`src/rtl/rr_priority_arbiter.sv`:
```
// rr_priority_arbiter: round-robin arbiter with grant handshake, ownership hold,
// release and hold-timeout for one shared downstream resource.
//
// Ports:
//   clk           rising-edge clock
//   rst           asynchronous active-high reset
//   request       level requests, bit i = requester i
//   grant_ready   resource accepts the offered grant (sampled in OFFER only)
//   owner_release owner finished, single-cycle pulse (sampled in BUSY only).
//                 "release" is a reserved word in SystemVerilog, hence the name.
//   grant_valid   grant offered or held
//   grant_index   winning requester index
//   grant_onehot  one-hot of grant_index, zero whenever grant_valid is low
//   busy          resource owned (BUSY state)
//   timeout       one-cycle pulse when a grant is revoked by hold timeout
module rr_priority_arbiter #(
    parameter int unsigned NUM_REQ  = 8,
    parameter int unsigned IDX_W    = 3,
    parameter int unsigned MAX_HOLD = 16,
    parameter int unsigned HOLD_W   = 8
) (
    input  logic               clk,
    input  logic               rst,
    input  logic [NUM_REQ-1:0] request,
    input  logic               grant_ready,
    input  logic               owner_release,
    output logic               grant_valid,
    output logic [IDX_W-1:0]   grant_index,
    output logic [NUM_REQ-1:0] grant_onehot,
    output logic               busy,
    output logic               timeout
);

    typedef enum logic [1:0] {
        ST_IDLE  = 2'd0,
        ST_OFFER = 2'd1,
        ST_BUSY  = 2'd2
    } state_t;

    state_t              state, state_n;
    logic [IDX_W-1:0]    ptr, ptr_n;
    logic [HOLD_W-1:0]   hold_cnt, hold_cnt_n;
    logic                grant_valid_n;
    logic [IDX_W-1:0]    grant_index_n;
    logic [NUM_REQ-1:0]  grant_onehot_n;
    logic                busy_n;
    logic                timeout_n;

    logic                win_found;
    logic [IDX_W-1:0]    win_idx;

    logic                owner_drop;
    logic                hold_expired;
    logic                busy_end;
    logic [IDX_W-1:0]    ptr_after;

    // Priority scan starting at ptr, wrapping NUM_REQ-1 -> 0; first set bit wins.
    always_comb begin
        win_found = 1'b0;
        win_idx   = '0;
        for (int unsigned i = 0; i < NUM_REQ; i++) begin
            int unsigned cand;
            cand = 32'(ptr) + i;
            if (cand >= NUM_REQ) begin
                cand = cand - NUM_REQ;
            end
            if (!win_found && request[IDX_W'(cand)]) begin
                win_found = 1'b1;
                win_idx   = IDX_W'(cand);
            end
        end
    end

    assign owner_drop   = !request[grant_index];
    assign hold_expired = (hold_cnt == HOLD_W'(MAX_HOLD - 1));
    assign busy_end     = owner_release || owner_drop || hold_expired;
    assign ptr_after    = (grant_index == IDX_W'(NUM_REQ - 1)) ? '0 : grant_index + IDX_W'(1);

    // Next-state and next-output logic; every output is registered below.
    always_comb begin
        state_n        = state;
        ptr_n          = ptr;
        hold_cnt_n     = hold_cnt;
        grant_valid_n  = grant_valid;
        grant_index_n  = grant_index;
        grant_onehot_n = grant_onehot;
        busy_n         = busy;
        timeout_n      = 1'b0;

        case (state)
            ST_IDLE: begin
                if (win_found) begin
                    state_n        = ST_OFFER;
                    grant_valid_n  = 1'b1;
                    grant_index_n  = win_idx;
                    grant_onehot_n = NUM_REQ'(1) << win_idx;
                end
            end
            ST_OFFER: begin
                // Withdrawal takes precedence over a coincident grant_ready.
                if (owner_drop) begin
                    state_n        = ST_IDLE;
                    grant_valid_n  = 1'b0;
                    grant_index_n  = '0;
                    grant_onehot_n = '0;
                end else if (grant_ready) begin
                    state_n    = ST_BUSY;
                    busy_n     = 1'b1;
                    hold_cnt_n = '0;
                end
            end
            ST_BUSY: begin
                if (busy_end) begin
                    state_n        = ST_IDLE;
                    grant_valid_n  = 1'b0;
                    grant_index_n  = '0;
                    grant_onehot_n = '0;
                    busy_n         = 1'b0;
                    hold_cnt_n     = '0;
                    ptr_n          = ptr_after;
                    // Timeout only when expiry is the sole reason for ending.
                    timeout_n      = hold_expired && !owner_release && !owner_drop;
                end else begin
                    hold_cnt_n = hold_cnt + HOLD_W'(1);
                end
            end
            default: begin
                state_n        = ST_IDLE;
                grant_valid_n  = 1'b0;
                grant_index_n  = '0;
                grant_onehot_n = '0;
                busy_n         = 1'b0;
                hold_cnt_n     = '0;
            end
        endcase
    end

    // State, pointer, hold counter and output registers.
    always_ff @(posedge clk or posedge rst) begin
        if (rst) begin
            state        <= ST_IDLE;
            ptr          <= '0;
            hold_cnt     <= '0;
            grant_valid  <= 1'b0;
            grant_index  <= '0;
            grant_onehot <= '0;
            busy         <= 1'b0;
            timeout      <= 1'b0;
        end else begin
            state        <= state_n;
            ptr          <= ptr_n;
            hold_cnt     <= hold_cnt_n;
            grant_valid  <= grant_valid_n;
            grant_index  <= grant_index_n;
            grant_onehot <= grant_onehot_n;
            busy         <= busy_n;
            timeout      <= timeout_n;
        end
    end

endmodule

```
`config.mk`:
```
export PLATFORM = sky130hd
export DESIGN_NAME = rr_priority_arbiter
export DESIGN_NICKNAME = d
export VERILOG_FILES = /design/src/rtl/rr_priority_arbiter.sv
export SDC_FILE = /design/constraint.sdc
export NUM_CORES = 1
export LEC_CHECK = 0
export CORE_UTILIZATION = 55
export DETAILED_ROUTE_END_ITERATION = 8
export DONT_BUFFER_PORTS = 1
export PLACE_DENSITY = 0.67
export SYNTH_ARGS = -nofsm -noshare
export SYNTH_HDL_FRONTEND = slang
export SYNTH_SLANG_ARGS = --single-unit
export TNS_END_PERCENT = 10
```
`constraint.sdc`:
```
create_clock -name clk -period 3.8 [get_ports clk]
set_input_delay 0.19 -clock clk [delete_from_list [all_inputs] [get_ports clk]]
set_output_delay 0.19 -clock clk [all_outputs]
set_load 0.02 [all_outputs]
```
==> impl_metrics.prom, run 1 <==
# TYPE chip_impl_metric gauge
chip_impl_metric{name="route.detailed.drc",unit=""} 0
chip_impl_metric{name="power.share.sequential",unit="%"} 22.7
chip_impl_metric{name="synth_compound_gate_area_share",unit="%"} 18.5
chip_impl_metric{name="switchingPower",unit="W"} 0.00116
chip_impl_metric{name="relative_max_transition_margin",unit="%"} 32.3
chip_impl_metric{name="drt_first_pass_iters",unit=""} 4
chip_impl_metric{name="rows",unit=""} 23
chip_impl_metric{name="drive_above_1_share",unit="%"} 18.9
chip_impl_metric{name="power_switching_share",unit="%"} 49.9
chip_impl_metric{name="fin_total_pwr",unit="W"} 0.00233
chip_impl_metric{name="syn_inst",unit=""} 222
chip_impl_metric{name="worst_ep_arrival_time",unit="ns"} 3.45
chip_impl_metric{name="floorplan.die.height",unit="um"} 67.2
chip_impl_info{name="startpoint_type",value="flop"} 1
chip_impl_info{name="rsz0062_at_grt",value="false"} 1
chip_impl_metric{name="max_clock_freq",unit="MHz"} 308
chip_impl_metric{name="global_route_congestion_overflow_total",unit=""} 0
chip_impl_metric{name="drtAntennaViolNets",unit=""} 0
chip_impl_metric{name="antennaDiodeCount",unit=""} 0
chip_impl_metric{name="post_cts.resized_instances",unit=""} 0
chip_impl_metric{name="final_net_count",unit=""} 240
chip_impl_metric{name="final.min_clock_period",unit="ns"} 3.24
chip_impl_metric{name="r2r_cells",unit=""} 9
chip_impl_metric{name="hold_slack",unit="ns"} 0.0426
chip_impl_metric{name="via_per_inst",unit=""} 6.70
chip_impl_metric{name="share_of_the_synthesized_netlist_area_taken_by_xor_and_xnor_gates",unit="%"} 2.25
chip_impl_metric{name="syn-num-nets",unit=""} 239
chip_impl_metric{name="clk_pin_slew_worst_setup_hold_paths",unit="ns"} 0.09
chip_impl_metric{name="gp_congestion",unit=""} 0.927
chip_impl_metric{name="clock_path_buffers",unit=""} 2
chip_impl_metric{name="grt.total_usage",unit="%"} 25.8
chip_impl_metric{name="dp_hpwl",unit="mm"} 3.97
chip_impl_metric{name="syn_area_per_cell",unit="um2"} 10.5
chip_impl_metric{name="grt_start_max_net_pins",unit=""} 28
chip_impl_metric{name="cellInternalPower",unit="W"} 0.00116
chip_impl_info{name="prevailing_post_synth_register_cell",value="sky130_fd_sc_hd__dfrtp_1"} 1
chip_impl_metric{name="vias_in_the_first_global_route",unit=""} 1826
chip_impl_metric{name="power_density",unit="mW/mm2"} 963
chip_impl_metric{name="timing.final.max_slew_violations",unit=""} 0
chip_impl_metric{name="post_synth_and_or_nand_nor_area_fraction",unit="%"} 17.8
chip_impl_metric{name="async_reset_ff_share",unit="%"} 100
chip_impl_metric{name="seq_total_area_yosys",unit="%"} 28.9
chip_impl_metric{name="ff_latch_area",unit="um2"} 676
chip_impl_info{name="worstSetupPathType",value="flop to flop"} 1
chip_impl_metric{name="finalSetupTns",unit="ns"} 0
chip_impl_metric{name="numPortBuffers",unit=""} 0
chip_impl_metric{name="synth.yosys.warnings",unit=""} 0
chip_impl_metric{name="worst_ir_drop_vdd",unit="mV"} 0.398
chip_impl_metric{name="drv_cap",unit=""} 0
chip_impl_metric{name="area_of_the_multi_input_gates",unit="mm2"} 0.00156
chip_impl_info{name="run_status",value="finished, final reports clean"} 1
chip_impl_metric{name="reg2reg_slack",unit="ns"} 0.56
chip_impl_metric{name="initial_core_utilization",unit="%"} 58.0
chip_impl_metric{name="synth_register_bits",unit=""} 27
chip_impl_metric{name="num_vias",unit=""} 1823
chip_impl_metric{name="clock_insertion_delay_worst_skew",unit="ns"} 0.27
chip_impl_metric{name="synth-adder-area-share",unit="%"} 2.68
chip_impl_metric{name="top_level_ports",unit=""} 26
chip_impl_metric{name="postRouteWirelength",unit="mm"} 5.25
chip_impl_metric{name="crit_path_max_fanout",unit=""} 13
chip_impl_metric{name="power.combinational.fraction",unit="%"} 70.4
chip_impl_metric{name="fp.dieArea",unit="mm2"} 0.00451
chip_impl_metric{name="fp.coreArea",unit="mm2"} 0.00403
chip_impl_metric{name="post-route-cell-area",unit="mm2"} 0.00242
chip_impl_metric{name="n_fill_cell",unit=""} 352
chip_impl_metric{name="flow.area_growth_from_synthesis",unit="%"} 3.43
chip_impl_metric{name="die_w",unit="um"} 67.2
chip_impl_info{name="tritoncts",value="done"} 1
chip_impl_metric{name="grt_pass1_wl",unit="mm"} 8.89
chip_impl_info{name="hold_path_class",value="input pin to asynchronous set/reset pin"} 1
chip_impl_metric{name="mux_share_of_post_synthesis_cell_area",unit="%"} 25.3
chip_impl_metric{name="leakage",unit="nW"} 1.01
chip_impl_metric{name="clock_buffer_count_from_cts",unit=""} 3
chip_impl_info{name="r2r-start",value="ptr[0]$_DFFE_PP0P_"} 1
chip_impl_metric{name="final.period_utilization",unit="%"} 85.3
chip_impl_metric{name="timing.final.hold_violations",unit=""} 0
chip_impl_metric{name="drtIter0Drc",unit=""} 114
chip_impl_info{name="worst_setup_path_end_kind",value="flop"} 1
chip_impl_info{name="dominant_combinational_cell_family_by_area_after_synthesis",value="multiplexers"} 1
chip_impl_info{name="root_buf_cell",value="sky130_fd_sc_hd__clkbuf_8"} 1
chip_impl_metric{name="finalClockSkew",unit="ns"} 0.00723
chip_impl_metric{name="synth_area",unit="mm2"} 0.00234
chip_impl_metric{name="placed_cell_area",unit="mm2"} 0.00235
chip_impl_metric{name="timing.critical_path.required",unit="ns"} 4.01
chip_impl_metric{name="avgRoutedWirePerCell",unit="um"} 19.3
chip_impl_metric{name="synth_enable_flop_cells",unit=""} 0
chip_impl_metric{name="clkPwrFrac",unit="%"} 6.8
chip_impl_info{name="terminus_of_the_critical_flop_to_flop_path",value="grant_onehot[6]$_DFFE_PP0P_"} 1
chip_impl_metric{name="yosysUniqueCellTypes",unit=""} 64
chip_impl_metric{name="grt_antenna_before_repair",unit=""} 0
chip_impl_metric{name="htreeDepth",unit=""} 1
chip_impl_metric{name="clock_sink_count",unit=""} 27
chip_impl_metric{name="setup_viol_count_final",unit=""} 0
chip_impl_metric{name="worst-slew-pin-transition",unit="ns"} 1.01
-- through the flow --
stage          cells  utilization, %  setup slack [ns]
2_1_floorplan    222               -             0.591
3_3_place_gp     266            58.3             0.733
4_1_cts          271            59.7             0.539
3_5_place_dp     266            58.3             0.531
6_report         272            60.0             0.557
5_1_grt          272            60.0             0.309
-- critical path: stages (launching register included) --
cell and delay [ns]:
sky130_fd_sc_hd__dfrtp_1 0.35, sky130_fd_sc_hd__inv_1 0.11, sky130_fd_sc_hd__ha_1 0.36, sky130_fd_sc_hd__buf_4 0.23
sky130_fd_sc_hd__mux4_1 0.60, sky130_fd_sc_hd__nor4_2 0.38, sky130_fd_sc_hd__nand3_2 0.22, sky130_fd_sc_hd__o311ai_4 0.41
sky130_fd_sc_hd__and2_1 0.33, sky130_fd_sc_hd__a32o_1 0.19
-- cell usage in the layout (no fill, tap or decap), drive strengths merged, types with 4 or more instances in the layout --
cell / netlist / routed
a21oi: 5 / 5
a32o: 4 / 4
and2: 6 / 6
and3: 4 / 4
dfrtp: 27 / 27
ha: 5 / 5
inv: 9 / 9
mux2: 11 / 11
mux2i: 13 / 13
mux4: 14 / 14
nand2: 19 / 19
nand3: 11 / 11
nor2: 11 / 11
nor2b: 7 / 7
o21ai: 12 / 12
o31ai: 7 / 7
-- state kept, by name, indices dropped and copies added (netlist names) --
name,count
grant_onehot,8
grant_index,3
timeout,1
grant_valid,1
state,2
ptr,3
busy,1
hold_cnt,8
-- routing by layer --
| layer | part of all wire, % | track usage, % | vias up | wire [um] |
|---|---|---|---|---|
| li1 | - | - | 863 | - |
| met1 | 48 | 37.1 | 920 | 2520 |
| met2 | 48 | 41.6 | 38 | 2520 |
| met3 | 3.7 | 4.56 | 2 | 194 |
| met4 | 0.27 | 3.19 | 0 | 14 |
| met5 | 0 | 0 | - | 0 |
-- power by group through the flow --
stage          clock network (W)  logic, W  registers (W)
3_3_place_gp                   0   0.00160       0.000531
5_1_grt                 0.000178   0.00181       0.000546
4_1_cts                 0.000165   0.00163       0.000530
3_5_place_dp                   0   0.00162       0.000537
6_report                0.000159   0.00164       0.000529
2_1_floorplan                  0   0.00142       0.000496
-- worst max path at each step --
stage / to / cells past startpoint / slack, ns / start
5_1_grt: grant_onehot[6]$_DFFE_PP0P_ / 9 / 0.31 / ptr[0]$_DFFE_PP0P_
4_1_cts: grant_onehot[6]$_DFFE_PP0P_ / 9 / 0.54 / ptr[0]$_DFFE_PP0P_
3_3_place_gp: grant_onehot[1]$_DFFE_PP0P_ / 9 / 0.73 / ptr[0]$_DFFE_PP0P_
2_1_floorplan: grant_onehot[4]$_DFFE_PP0P_ / 12 / 0.59 / ptr[1]$_DFFE_PP0P_
6_report: grant_onehot[6]$_DFFE_PP0P_ / 9 / 0.56 / ptr[0]$_DFFE_PP0P_
3_5_place_dp: grant_onehot[6]$_DFFE_PP0P_ / 9 / 0.53 / ptr[0]$_DFFE_PP0P_
-- cells in the mapped netlist (all sizes together), types with 3 or more instances --
| cell type | count | area (um2) |
|---|---|---|
| and2 | 6 | 38.8 |
| o31ai | 7 | 52.6 |
| ha | 5 | 62.6 |
| mux4 | 14 | 329 |
| nand4b | 3 | 26.3 |
| o21ai | 12 | 63.8 |
| mux2i | 13 | 134 |
| a32o | 4 | 40.0 |
| xor2 | 3 | 26.3 |
| buf | 6 | 60.1 |
| nand3 | 11 | 60.1 |
| a22o | 3 | 27.5 |
| nand2 | 19 | 71.3 |
| and3 | 4 | 26.3 |
| dfrtp | 27 | 676 |
| nor2 | 11 | 41.3 |
| xnor2 | 3 | 26.3 |
| inv | 9 | 33.8 |
| nor2b | 7 | 43.8 |
| a21oi | 5 | 25.0 |
| clkbuf | 3 | 11.3 |
| mux2 | 11 | 128 |
| a22oi | 3 | 22.5 |
-- cells by family (layout without fill, tap and decap cells) --
family | count (synthesis) | after routing
fa+ha+maj | 5 | 5
mux | 38 | 38
simple gates | 74 | 74
buf+inv | 18 | 18
xor+xnor | 6 | 6
compound gates | 54 | 54
flops | 27 | 27
-- layout make-up --
type                    instances  share of cell area (%)
repair buffers                  5                    1.76
well taps                      50                    2.59
multi-input cells             177                    64.4
clock inverters                 1                   0.207
flip-flops and latches         27                    28.0
inverters                       9                    1.40
clock buffers                   3                    1.71
-- what timing repair did --
action                    CTS  global route
hold endpoints to repair    1             1
hold buffers                1             1
setup buffers               0             0
(Power assumes the default switching activity.)
==> run 2: changes to the inputs <==
Settings changed: HOLD_SLACK_MARGIN from default to 0.06.
Clock period 3.8 ns to 3.7 ns, I/O delays scaled along.
==> run 2 against run 1 <==
Effect of this change:
- sequential share of layout area hardly changed
- final cell count stayed put
- worst setup slack worse by 0.24 ns
- highest routed layer unchanged
- routed wire length is 0.70% lower
==> impl_metrics.prom, run 2 (synthesis gave the netlist of run 1 again) <==
# TYPE chip_impl_metric gauge
chip_impl_info{name="run_status",value="finished, final reports clean"} 1
chip_impl_metric{name="timing.final.max_slew_violations",unit=""} 0
chip_impl_metric{name="fin_total_pwr",unit="W"} 0.00241
chip_impl_metric{name="grt_antenna_before_repair",unit=""} 0
chip_impl_info{name="layout.cells.most_common_list",value="sky130_fd_sc_hd__dfrtp_1, sky130_fd_sc_hd__nand2_1, sky130_fd_sc_hd__mux2i_1, sky130_fd_sc_hd__nor2_1, sky130_fd_sc_hd__o21ai_0"} 1
chip_impl_metric{name="vias_in_the_first_global_route",unit=""} 1785
chip_impl_metric{name="via_per_inst",unit=""} 6.83
chip_impl_metric{name="worst-slew-pin-transition",unit="ns"} 0.978
chip_impl_metric{name="finalClockSkew",unit="ns"} 0.00778
chip_impl_metric{name="post-cts-setup-buffer-count",unit=""} 0
chip_impl_metric{name="num_vias",unit=""} 1858
chip_impl_info{name="critical_path.slowest_cell",value="sky130_fd_sc_hd__mux4_1"} 1
chip_impl_metric{name="post_layout_nonfiller_instances",unit=""} 272
chip_impl_metric{name="initial_core_utilization",unit="%"} 58.0
chip_impl_metric{name="drtAntennaViolNets",unit=""} 0
chip_impl_metric{name="fp.dieArea",unit="mm2"} 0.00451
chip_impl_metric{name="dpl.cell_count",unit=""} 266
chip_impl_metric{name="numPortBuffers",unit=""} 0
chip_impl_metric{name="clk_pin_slew_worst_setup_hold_paths",unit="ns"} 0.09
chip_impl_metric{name="drive_above_1_share",unit="%"} 18.9
chip_impl_info{name="final_common_cell",value="sky130_fd_sc_hd__dfrtp_1"} 1
chip_impl_metric{name="crit_path_max_fanout",unit=""} 8
chip_impl_metric{name="power_density",unit="mW/mm2"} 997
chip_impl_metric{name="route.detailed.drc",unit=""} 0
chip_impl_info{name="rsz0062_at_grt",value="false"} 1
chip_impl_metric{name="clock_path_buffers",unit=""} 2
chip_impl_metric{name="final_net_count",unit=""} 240
chip_impl_info{name="worst_setup_path_end_kind",value="flop"} 1
chip_impl_metric{name="relative_max_transition_margin",unit="%"} 34.7
chip_impl_info{name="startpoint_type",value="flop"} 1
chip_impl_metric{name="fp.coreArea",unit="mm2"} 0.00403
chip_impl_metric{name="worst_ir_drop_vdd",unit="mV"} 0.428
chip_impl_metric{name="dp_hpwl",unit="mm"} 3.98
chip_impl_metric{name="max_clock_freq",unit="MHz"} 295
chip_impl_metric{name="flow.area_growth_from_synthesis",unit="%"} 3.54
chip_impl_metric{name="grt_start_max_net_pins",unit=""} 28
chip_impl_info{name="hold_path_class",value="input pin to asynchronous set/reset pin"} 1
chip_impl_metric{name="postRouteWirelength",unit="mm"} 5.22
chip_impl_metric{name="top_level_ports",unit=""} 26
chip_impl_info{name="critical-path-top-delay-family",value="simple AND/OR/NAND/NOR gates"} 1
chip_impl_metric{name="timing.critical_path.required",unit="ns"} 3.91
chip_impl_metric{name="timing.final.hold_violations",unit=""} 0
chip_impl_metric{name="gp_congestion",unit=""} 0.822
chip_impl_metric{name="final.min_clock_period",unit="ns"} 3.39
chip_impl_info{name="crit_path_cell_trace",value="inv_1 -> ha_1 -> mux4_1 -> nor4_2 -> nand3_2 -> o311ai_4 -> and2_1 -> a32o_1"} 1
chip_impl_metric{name="finalSetupTns",unit="ns"} 0
chip_impl_metric{name="die_w",unit="um"} 67.2
chip_impl_metric{name="drv_cap",unit=""} 0
chip_impl_metric{name="final.period_utilization",unit="%"} 91.5
chip_impl_metric{name="clock_insertion_delay_worst_skew",unit="ns"} 0.27
chip_impl_metric{name="clock_sink_count",unit=""} 27
chip_impl_info{name="tritoncts",value="done"} 1
chip_impl_metric{name="worstPathBufferInverterCount",unit=""} 1
chip_impl_metric{name="setup_viol_count_final",unit=""} 0
chip_impl_info{name="worstSetupPathType",value="flop to flop"} 1
chip_impl_metric{name="finalCoreUtilization",unit="%"} 60.0
chip_impl_info{name="registers_with_the_most_flip_flops",value="grant_onehot x8, hold_cnt x8"} 1
chip_impl_metric{name="critical_path.max_stage_delay",unit="ns"} 0.67
chip_impl_info{name="root_buf_cell",value="sky130_fd_sc_hd__clkbuf_8"} 1
chip_impl_metric{name="clock_buffer_count_from_cts",unit=""} 3
chip_impl_metric{name="post-route-cell-area",unit="mm2"} 0.00242
chip_impl_metric{name="antennaDiodeCount",unit=""} 0
chip_impl_metric{name="htreeDepth",unit=""} 1
chip_impl_metric{name="drt_first_pass_iters",unit=""} 4
chip_impl_metric{name="drtIter0Drc",unit=""} 184
chip_impl_metric{name="grt.total_usage",unit="%"} 25.7
chip_impl_metric{name="worst_ep_arrival_time",unit="ns"} 3.60
chip_impl_metric{name="avgRoutedWirePerCell",unit="um"} 19.2
chip_impl_metric{name="placed_cell_area",unit="mm2"} 0.00235
chip_impl_metric{name="leakage",unit="nW"} 1.01
chip_impl_metric{name="global_route_congestion_overflow_total",unit=""} 0
chip_impl_metric{name="floorplan.die.height",unit="um"} 67.2
chip_impl_metric{name="grt_pass1_wl",unit="mm"} 8.83
chip_impl_metric{name="rows",unit=""} 23
[run 2: cell count changes in the layout (fill, tap and decap cells not counted), sizes merged]
| cell | previous run | this run |
|---|---|---|
| clkinvlp | 0 | 1 |
| clkinv | 1 | 0 |
[run 2: through the flow]
stage,hold slack [ns],setup WS (ns)
floorplan,0.238,0.491
global placement,0.262,0.451
detailed placement,0.261,0.346
CTS,0.0615,0.316
global route,0.0699,0.118
finish,0.0224,0.313
[run 2: where the power goes]
| part | switching (W) | internal, W |
|---|---|---|
| clock network | 0.0000897 | 0.0000763 |
| registers | 0.000162 | 0.000378 |
| logic | 0.000960 | 0.000746 |
[run 2: layout make-up]
cell class / instances / area, um2
Multi-Input combinational cell: 177 / 1560
Clock inverter: 1 / 7.51
Timing Repair Buffer: 5 / 42.5
Inverter: 9 / 33.8
Tap cell: 50 / 62.6
Clock buffer: 3 / 41.3
Sequential cell: 27 / 676
Fill cell: 342 / 1610
[run 2: what timing repair did]
action                                  CTS  global route
hold buffers                              2             0
endpoints found under the setup margin    0             0
hold endpoints to repair                  2             0
gates resized for setup                   0             0
[run 2: path summary, 6_finish.rpt]
| kind | from | to | slack [ns] | cells past startpoint |
|---|---|---|---|---|
| max | ptr[0]$_DFFE_PP0P_ | grant_onehot[5]$_DFFE_PP0P_ | 0.31 | 8 |
| min | rst | grant_valid$_DFFE_PP0P_ | 0.02 | 1 |
| max reg2reg | ptr[0]$_DFFE_PP0P_ | grant_onehot[5]$_DFFE_PP0P_ | 0.31 | 8 |
| min reg2reg | hold_cnt[2]$_DFFE_PP0P_ | hold_cnt[2]$_DFFE_PP0P_ | 0.51 | 1 |
| max in group asynchronous | rst | ptr[2]$_DFFE_PP0P_ | 3.08 | 1 |
| min in group clk | grant_ready | state[1]$_DFFE_PP0P_ | 0.08 | 2 |
[run 2: metal layers]
layer / up-vias / part of all wire [%] / GRT usage (%)
li1: 866 / - / -
met1: 926 / 46 / 37.6
met2: 60 / 47 / 40.6
met3: 6 / 5.9 / 4.22
met4: 0 / 0.48 / 3.72
met5: - / 0 / 0
